File: src/rtl/timer_sequencer.sv
// timer_sequencer: fetches an interval length from an external time-parameter
// store and counts it down in one-second ticks, pulsing `expired` at the end.
//
// Ports:
//   clk            in   system clock, rising-edge active
//   Reset_N        in   asynchronous active-low reset
//   start_timer    in   level-sampled request to begin (or restart) an interval
//   interval_sel   in   00 tBASE, 01 tEXT, 10 tYEL, 11 2*tBASE
//   one_hz_enable  in   one-cycle tick, once per second
//   value          in   parameter read back from the store
//   time_selector  out  read address into the store
//   busy           out  high while fetching or counting
//   expired        out  one-cycle pulse at interval end
//   remaining      out  seconds left in the current interval
module timer_sequencer #(
  parameter int unsigned VALUE_WIDTH = 4,
  parameter int unsigned COUNT_WIDTH = VALUE_WIDTH + 1
) (
  input  logic                   clk,
  input  logic                   Reset_N,
  input  logic                   start_timer,
  input  logic [1:0]             interval_sel,
  input  logic                   one_hz_enable,
  input  logic [VALUE_WIDTH-1:0] value,
  output logic [1:0]             time_selector,
  output logic                   busy,
  output logic                   expired,
  output logic [COUNT_WIDTH-1:0] remaining
);

  typedef enum logic [2:0] {
    StIdle,
    StFetch1,
    StFetch2,
    StCount,
    StDone
  } state_e;

  state_e                 state_q, state_d;
  logic [1:0]             sel_q, sel_d;
  logic [1:0]             tsel_q, tsel_d;
  logic [COUNT_WIDTH-1:0] rem_q, rem_d;
  logic [COUNT_WIDTH-1:0] value_ext;
  logic [COUNT_WIDTH-1:0] load_val;
  logic [1:0]             start_addr;

  // 2*tBASE reads the tBASE slot and doubles it at load time.
  assign start_addr = (interval_sel == 2'b11) ? 2'b00 : interval_sel;
  assign value_ext  = COUNT_WIDTH'(value);
  assign load_val   = (sel_q == 2'b11) ? (value_ext << 1) : value_ext;

  always_comb begin
    state_d = state_q;
    sel_d   = sel_q;
    tsel_d  = tsel_q;
    rem_d   = rem_q;
    case (state_q)
      StIdle: begin
        if (start_timer) begin
          sel_d   = interval_sel;
          tsel_d  = start_addr;
          state_d = StFetch1;
        end
      end
      // Two fetch cycles so a registered store output has settled by FETCH2.
      StFetch1: state_d = StFetch2;
      StFetch2: begin
        rem_d   = load_val;
        state_d = StCount;
      end
      StCount: begin
        if (start_timer) begin
          // Restart: abandon the current interval silently.
          sel_d   = interval_sel;
          tsel_d  = start_addr;
          state_d = StFetch1;
        end else if (rem_q == '0) begin
          // Zero-length interval finishes without waiting for a tick.
          state_d = StDone;
        end else if (one_hz_enable) begin
          rem_d = rem_q - COUNT_WIDTH'(1);
          if (rem_q == COUNT_WIDTH'(1)) begin
            state_d = StDone;
          end
        end
      end
      StDone:  state_d = StIdle;
      default: state_d = StIdle;
    endcase
  end

  always_ff @(posedge clk or negedge Reset_N) begin
    if (!Reset_N) begin
      state_q <= StIdle;
      sel_q   <= 2'b00;
      tsel_q  <= 2'b00;
      rem_q   <= '0;
    end else begin
      state_q <= state_d;
      sel_q   <= sel_d;
      tsel_q  <= tsel_d;
      rem_q   <= rem_d;
    end
  end

  assign time_selector = tsel_q;
  assign remaining     = rem_q;
  assign busy          = (state_q == StFetch1) || (state_q == StFetch2) || (state_q == StCount);
  assign expired       = (state_q == StDone);

endmodule

File: config.mk
export PLATFORM = sky130hd
export DESIGN_NAME = timer_sequencer
export DESIGN_NICKNAME = d
export VERILOG_FILES = /design/src/rtl/timer_sequencer.sv
export SDC_FILE = /design/constraint.sdc
export NUM_CORES = 1
export LEC_CHECK = 0
export BUFFER_PORTS_ARGS = -buffer_cell sky130_fd_sc_hd__buf_2
export CAP_MARGIN = 5
export CORE_UTILIZATION = 46
export CTS_CLUSTER_DIAMETER = 40
export DETAILED_ROUTE_END_ITERATION = 6
export PLACE_DENSITY = 0.73
export SYNTH_ARGS = -nofsm -noshare
export SYNTH_HDL_FRONTEND = slang
export SYNTH_SLANG_ARGS = --single-unit
File: constraint.sdc
create_clock -name clk -period 1.3 [get_ports clk]
set_input_delay 0 -clock clk [delete_from_list [all_inputs] [get_ports clk]]
set_output_delay 0 -clock clk [all_outputs]
set_load 0.02 [all_outputs]
==> flow_summary.ini, run 1 <==
[sta]
fmax_ghz = 0.722
setup_slack_ns = -0.0857
slew_violations = 0
finalHoldViolCount = 0
rsz0062_at_grt = true
hold_slack_ns = 0.0316
slew_headroom_pct = 78.4
tightest_slew_ns = 0.324
finalCriticalPeriod_ns = 1.39
period_share_pct = 107
finalClockSkew_ns = 0.00160
setup_viol = 7

[global_route]
track_usage_pct = 26.8
grt_overflow = 0
grt_pass1_vias = 774
antenna_found_initial = 0
grt_pass1_wl_microns = 3640
grt_max_degree = 13

[pwr]
vdd_drop_max_v = 0.00170
p_leak_nw = 0.575
p_per_area_nw_per_um2 = 2570
power_mw = 3.20

[cells_and_area]
layout-drive-gt1-share_pct = 55.9
diodes = 0
area.sequential_sq_um = 305
nFillCells = 91
final_util_pct = 79.9
fin_nets = 140
synthToLayoutAreaGrowth_pct = 57.8
multi_input_area_sq_um = 559

[detailed_routing]
vias = 866
ant_nets = 0
wire_per_inst_microns = 16.7
avgViaCountPerCell = 6.06
drc = 4
drtPass1Iterations = 6
drt_iter0_markers = 44
wl_microns = 2380

[floorplanning]
fp-row-count = 14
ios = 19
initial_core_util_pct = 50.6
core_region_area_sq_um = 1560
dieArea_sq_um = 1890
dieWidth_microns = 43.4
die_y_microns = 43.4

[worst_setup_path]
path_class = flop to flop
start_kind = flop
reg2reg_depth = 5
worstPathArrival_ns = 1.53
critPathMaxFanout = 5
critPathRequiredTime_ns = 1.45
crit_path_end_kind = flop

[yosys]
synthTopCellsByCount = dfrtp_1, nor2b_1, inv_1, mux2_2, nand2_1
synth_warnings = 0
yosysSeqAreaShare_pct = 38.0
synth_edf_count = 0
synth_area_sq_um = 790
synth_fp_nets = 94
ys_types = 38
yosys.area.top_type = dfrtp_1
synth.most_common_cell = dfrtp_1
avgSynthCellArea_sq_um = 9.63
synthArstFlopShare_pct = 100
ys_ff_latch = 12
synth_top_area_share_pct = 38.0
synth-main-ff-cell = dfrtp_1
ys_top_cells_by_area = dfrtp_1, mux2_2, nor2b_1, ha_1, nor4bb_1
synthCells = 82

[clocking]
worst_skew_pair.late_latency_ns = 0.27
cts_tree = done
cts-root-buf = clkbuf_4
cts_max_level = 1
cts_buffer_depth = 2
clk_pin_slew_worst_paths_ns = 0.08
cts_sinks = 12
numCtsBuffers = 3

[min_path]
min_path_cells = 3
hp-class = primary input to flop

[place]
place_congestion = 0.889
io_buffers = 18
dp_slack_ns = -0.155
dp_hpwl_microns = 1430

[flow_run]
cap_violations = 0

[status]
outcome = complete, but fails checks
violations = DRC, setup timing
-- power breakdown --
part,leakage [nW],switching (mW),internal (mW)
Combinational,0.412,1.06,1.11
Sequential,0.142,0.173,0.556
Clock,0.0210,0.128,0.170
Total,0.575,1.36,1.84
-- routing by layer --
layer | up-vias | routed length, microns | track usage, %
li1 | 399 | - | -
met1 | 424 | 1090 | 35.9
met2 | 37 | 1090 | 41.5
met3 | 6 | 157 | 5.83
met4 | 0 | 48 | 12.5
met5 | - | 0 | 0
-- final timing paths --
| kind | slack, ns | endpoint | startpoint |
|---|---|---|---|
| max | -0.09 | remaining[0] | remaining[1] |
| min in group asynchronous | 0.15 | remaining[1] | Reset_N |
| min | 0.03 | remaining[4] | value[3] |
| max in group asynchronous | 0.91 | remaining[0] | Reset_N |
| max reg2reg | -0.09 | remaining[0] | remaining[1] |
| min reg2reg | 0.50 | time_selector[0] | time_selector[0] |
-- repair_timing --
item                                   4_1_cts  5_1_grt
endpoints found under the hold margin       14        0
buffers inserted                            10        2
setup endpoints to repair                   12       12
resized for setup                           14       12
pin swaps                                    7        6
hold buffers                                 3        0
-- state kept, by name (all words and copies together) (netlist names) --
| register | cells |
|---|---|
| remaining | 5 |
| state_q | 3 |
| sel_q | 2 |
| time_selector | 2 |
-- critical path, stage by stage, from the launching register on --
cell and delay [ns]:
dfrtp_2 0.42, inv_2 0.08, ha_4 0.14, or4b_4 0.47
nand4_1 0.09, nand3_1 0.07
-- placed cells by master (no fill, tap or decap), drive strengths merged, types with 2 or more instances in the layout --
master and instances:
dfrtp 12, o22ai 2, nand3b 2, a31oi 2
and3 3, nor4 4, nor2b 6, nor3 2
o32ai 2, mux2 4, nand2b 2, a21oi 2
clkbuf 4, buf 40, ha 2, and2 2
nor2 3, nand2 4, or3 2, inv 4
a21boi 2, dlygate4sd3 3, nand3 2, nor4bb 2
-- final cells by class --
class,instances,area share (%)
multi-input combinational,64,44.9
timing repair buffer,43,24.9
inverter,4,1.20
sequential,12,24.5
clock buffer,4,2.91
tap,16,1.61
-- kinds of logic (layout without fill, tap and decap cells) --
logic type	count (synthesis)	after routing	share of synthesized area [%]
simple gates	40	40	32.5
compound gates	17	17	15.5
flops	12	12	38.0
buf+inv	6	51	3.96
mux	4	4	5.70
fa+ha+maj	2	2	3.17
xor+xnor	1	1	1.11
-- metrics by stage --
step	cells	TNS (ns)	cell area, sq um
after floorplan	82	-0.288	810
after global placement	125	-0.217	986
after detailed placement	125	-0.498	986
after CTS	141	-0.339	1190
after global routing	143	-0.755	1250
final	143	-0.275	1250
Note: power is estimated with default switching activity, not from simulation.
==> run 2: changes to the inputs <==
- SETUP_SLACK_MARGIN: unset -> 0.1
==> run 2 against run 1 <==
Compared with the run above:
- the run still ends with DRC, setup timing left
- design area is 2.3% higher
- die area did not move
- fmax decreased by 5.7%
- hold slack lost 0.015 ns
- global-route usage rose by 1.0 points
- critical path depth stayed put
- power is 3.1% higher
- sequential power increased by 4.0%
- largest cell class unchanged
- highest routed layer unchanged
==> flow_summary.ini, run 2 (same netlist as run 1, synthesis figures left out) <==
[cells_and_area]
final_util_pct = 81.8
area.sequential_sq_um = 305
nFillCells = 93
diodes = 0
multi_input_area_sq_um = 589
layout-drive-gt1-share_pct = 57.9
fin_nets = 139
final_area_sq_um = 1270
synthToLayoutAreaGrowth_pct = 61.5
layout_common_cells = buf_2, buf_4, dfrtp_1
final_cells = 142
largest_reg_flops = 5

[detailed_routing]
ant_nets = 0
drtPass1Iterations = 6
drt_iter0_markers = 50
drc = 4
vias = 886
wl_microns = 2520
wire_per_inst_microns = 17.8
avgViaCountPerCell = 6.24

[clocking]
cts-root-buf = clkbuf_4
cts_max_level = 1
worst_skew_pair.late_latency_ns = 0.28
cts_tree = done
numCtsBuffers = 3
cts_buffer_depth = 2
cts_sinks = 12
clk_pin_slew_worst_paths_ns = 0.07

[sta]
finalClockSkew_ns = 0.00823
rsz0062_at_grt = true
fmax_ghz = 0.681
setup_viol = 12
finalCriticalPeriod_ns = 1.47
tightest_slew_ns = 0.336
finalHoldViolCount = 0
setup_slack_ns = -0.169
slew_violations = 0
period_share_pct = 113
slew_headroom_pct = 77.5

[flow_run]
cap_violations = 0

[pwr]
p_leak_nw = 0.574
p_per_area_nw_per_um2 = 2590
vdd_drop_max_v = 0.00182
power_mw = 3.30

[global_route]
grt_pass1_vias = 883
grt_pass1_wl_microns = 3760
grt_max_degree = 13
track_usage_pct = 27.9
grt_overflow = 0
antenna_found_initial = 0

[place]
dp_hpwl_microns = 1560
place_congestion = 0.901
post_dp_cell_area_sq_um = 1010
dp.cells = 128
dp_slack_ns = -0.125
io_buffers = 18

[floorplanning]
dieArea_sq_um = 1890
core_region_area_sq_um = 1560
fp-row-count = 14
initial_core_util_pct = 50.6
die_y_microns = 43.4
dieWidth_microns = 43.4
ios = 19

[worst_setup_path]
critPathRequiredTime_ns = 1.45
worstPathArrival_ns = 1.61
path_class = flop to flop
crit_path_end_kind = flop
start_kind = flop
critPathMaxFanout = 5

[status]
outcome = complete, but fails checks
violations = DRC, setup timing

[min_path]
hp-class = primary input to flop
-- run 2: final cells by class --
type,instances,share of cell area [%]
multi-input combinational,64,46.2
timing repair buffer,42,24.2
sequential,12,23.9
clock buffer,4,2.85
tap,16,1.57
inverter,4,1.18
-- run 2: repair_timing --
item | in CTS | in global routing
pin swaps | 8 | 5
cloned | 0 | 0
buffers inserted | 5 | 2
resized for setup | 22 | 11
endpoints found under the setup margin | 14 | 14
endpoints found under the hold margin | 14 | 0
hold buffers | 3 | 0
-- run 2: stage by stage --
step / hold WS, ns / TNS (ns)
2_1_floorplan: -0.296 / -0.288
3_3_place_gp: -0.114 / -0.230
3_5_place_dp: -0.110 / -0.407
4_1_cts: 0.0146 / -0.179
5_1_grt: 0.0311 / -1.22
6_report: 0.0161 / -0.596
-- run 2: path summary, 6_finish.rpt --
path,startpoint,end,slack [ns],cells past startpoint
max in group asynchronous,Reset_N,remaining[2],0.92,2
min in group asynchronous,Reset_N,state_q[0],0.13,2
min reg2reg,time_selector[0],time_selector[0],0.51,1
max,remaining[1],remaining[0],-0.17,5
min,value[3],remaining[4],0.02,3
max reg2reg,remaining[1],remaining[0],-0.17,5
-- run 2: where the power goes --
| group | leakage, nW | switching (mW) | internal (mW) |
|---|---|---|---|
| Combinational | 0.411 | 1.10 | 1.13 |
| Sequential | 0.142 | 0.201 | 0.556 |
| Clock | 0.0210 | 0.135 | 0.171 |
-- run 2: critical path, stage by stage (launching register included) --
cell	delay, ns
dfrtp_2	0.43
inv_2	0.09
ha_4	0.15
or4b_4	0.49
nand4_1	0.10
nand3_1	0.09
-- run 2: per-layer routing --
metal  up-vias  track usage, %  wire length (microns)
met4         0            18.8                     83
met3        11            4.58                    192
met5         -               0                      0
met1       419            35.0                   1020
met2        55            43.9                   1220
li1        401               -                      -
==> run 3: changes to the inputs <==
- ABC_CLOCK_PERIOD_IN_PS: unset -> 1900
- CORE_UTILIZATION: 46 -> 50
- PLACE_DENSITY: 0.73 -> 0.75
- SLEW_MARGIN: unset -> 10
- clock period: 1.3 -> 1.9 ns (I/O delays scaled with it)
==> run 3 against run 2 <==
Compared with the run above:
- the run now ends clean
- flip-flop and latch count is the same
- power is 53% lower
- largest power group unchanged
- combinational power shrank 66%
- sequential share of layout area up 7.7 points
- critical path type unchanged
==> flow_summary.ini, run 3 (same netlist as run 1, synthesis figures left out) <==
[detailed_routing]
drt_iter0_markers = 28
ant_nets = 0
avgViaCountPerCell = 6.37
vias = 764
wl_microns = 1740
drc = 0
wire_per_inst_microns = 14.5
drtPass1Iterations = 4

[pwr]
swShare_pct = 45.5
p_per_area_nw_per_um2 = 1630
switching_power_mw = 0.706
vdd_drop_max_v = 0.000973
p_int_mw = 0.844
power.share.clock_pct = 13.1
seqPwrFrac_pct = 37.3
p_leak_nw = 0.444
comb_power_share_pct = 49.6
power_mw = 1.55

[global_route]
grt_pass1_wl_microns = 2810
grt_max_degree = 14
grt_pass1_vias = 668
use_met3_pct = 7.39
busiest_layer = met2
grt_overflow = 0
antenna_found_initial = 0
met2_usage_pct = 32.2
track_usage_pct = 20.5
use_met1_pct = 26.1

[sta]
finalClockSkew_ns = 0.00314
setup_viol = 0
fin_setup_tns_ns = 0
slew_violations = 0
finalCriticalPeriod_ns = 1.57
period_share_pct = 82.6
finalHoldViolCount = 0
slew_headroom_pct = 72.5
fmax_ghz = 0.637
tightest_slew_ns = 0.413
rsz0062_at_grt = false
hold_slack_ns = 0.0268

[clocking]
cts_max_level = 1
cts_sinks = 12
worst_skew_pair.late_latency_ns = 0.27
cts_buffer_depth = 2
cts_resized = 0
cts-root-buf = clkbuf_4
cts_tree = done
clk_pin_slew_worst_paths_ns = 0.08
numCtsBuffers = 3
post_cts_buffers = 0

[worst_setup_path]
start_kind = flop
cp_cell_sequence = inv_1, ha_1, or4b_1, nand2_1, a311oi_1
crit_path_end_kind = flop
cpMaxStageDelayCell = or4b_1
critPathRequiredTime_ns = 2.03
path_class = flop to flop
critPathMaxFanout = 7
cpPeakStageDelay_ns = 0.48
worstPathArrival_ns = 1.70

[place]
place_congestion = 0.819
io_buffers = 18
dp_hpwl_microns = 1260

[cells_and_area]
layout_common_cells = buf_2, dfrtp_1, nor2b_1
diodes = 0
final_util_pct = 68.6
largest_reg_flops = 5
area.sequential_sq_um = 300
fin_nets = 118
synthToLayoutAreaGrowth_pct = 20.1
multi_input_area_sq_um = 458
nFillCells = 111
final_common_cell = buf_2
layout-drive-gt1-share_pct = 27.6

[floorplanning]
dieWidth_microns = 41.7
ios = 19
dieArea_sq_um = 1740
die_y_microns = 41.7
fp-row-count = 13
initial_core_util_pct = 57.1
core_region_area_sq_um = 1380

[flow_run]
cap_violations = 0

[min_path]
hp-class = primary input to flop

[status]
outcome = finished, final reports clean
[run 3: repair_timing]
action / in CTS / in global routing
hold buffers: 3 / 0
endpoints found under the setup margin: 0 / 0
hold endpoints to repair: 14 / 0
[run 3: through the flow]
stage	area (sq um)	cells	setup WS, ns
3_3_place_gp	882	113	0.371
6_report	948	120	0.331
4_1_cts	948	120	0.326
3_5_place_dp	882	113	0.339
2_1_floorplan	790	82	0.386
5_1_grt	948	120	0.135
[run 3: final timing paths]
check / start / endpoint / slack, ns / cells after the start
worst max register to register: remaining[0] / remaining[1] / 0.33 / 5
worst min register to register: time_selector[0] / time_selector[0] / 0.51 / 1
worst max-delay path: remaining[0] / remaining[1] / 0.33 / 5
max in group asynchronous: Reset_N / sel_q[0] / 1.55 / 2
min in group asynchronous: Reset_N / remaining[2] / 0.14 / 2
worst min-delay path: value[3] / remaining[4] / 0.03 / 3
[run 3: layout make-up]
class	count	share of cell area [%]
Inverter	4	1.58
Multi-Input combinational cell	64	48.3
Tap cell	15	1.98
Timing Repair Buffer	21	12.7
Sequential cell	12	31.7
Clock buffer	4	3.83
[run 3: power by group through the flow]
stage / combinational, mW / clock, mW / sequential, mW
finish: 0.768 / 0.204 / 0.578
global route: 0.846 / 0.212 / 0.603
CTS: 0.769 / 0.205 / 0.573
detailed placement: 0.761 / 0 / 0.577
global placement: 0.746 / 0 / 0.576
floorplan: 0.557 / 0 / 0.580
[run 3: layer usage]
metal	wire length, microns	vias to the layer above
met1	738	365
met3	137	5
met5	0	-
met4	28	0
met2	835	36
li1	-	358
[run 3: worst max-delay path, delay by kind of cell, from the launching register on]
| kind | cells | cell delay (ns) |
|---|---|---|
| AND/OR/NAND/NOR | 2 | 0.58 |
| flip-flops | 1 | 0.45 |
| adder cells (fa/ha/maj) | 1 | 0.22 |
| AO/OA/AOI/OAI | 1 | 0.09 |
| buffers and inverters | 1 | 0.08 |
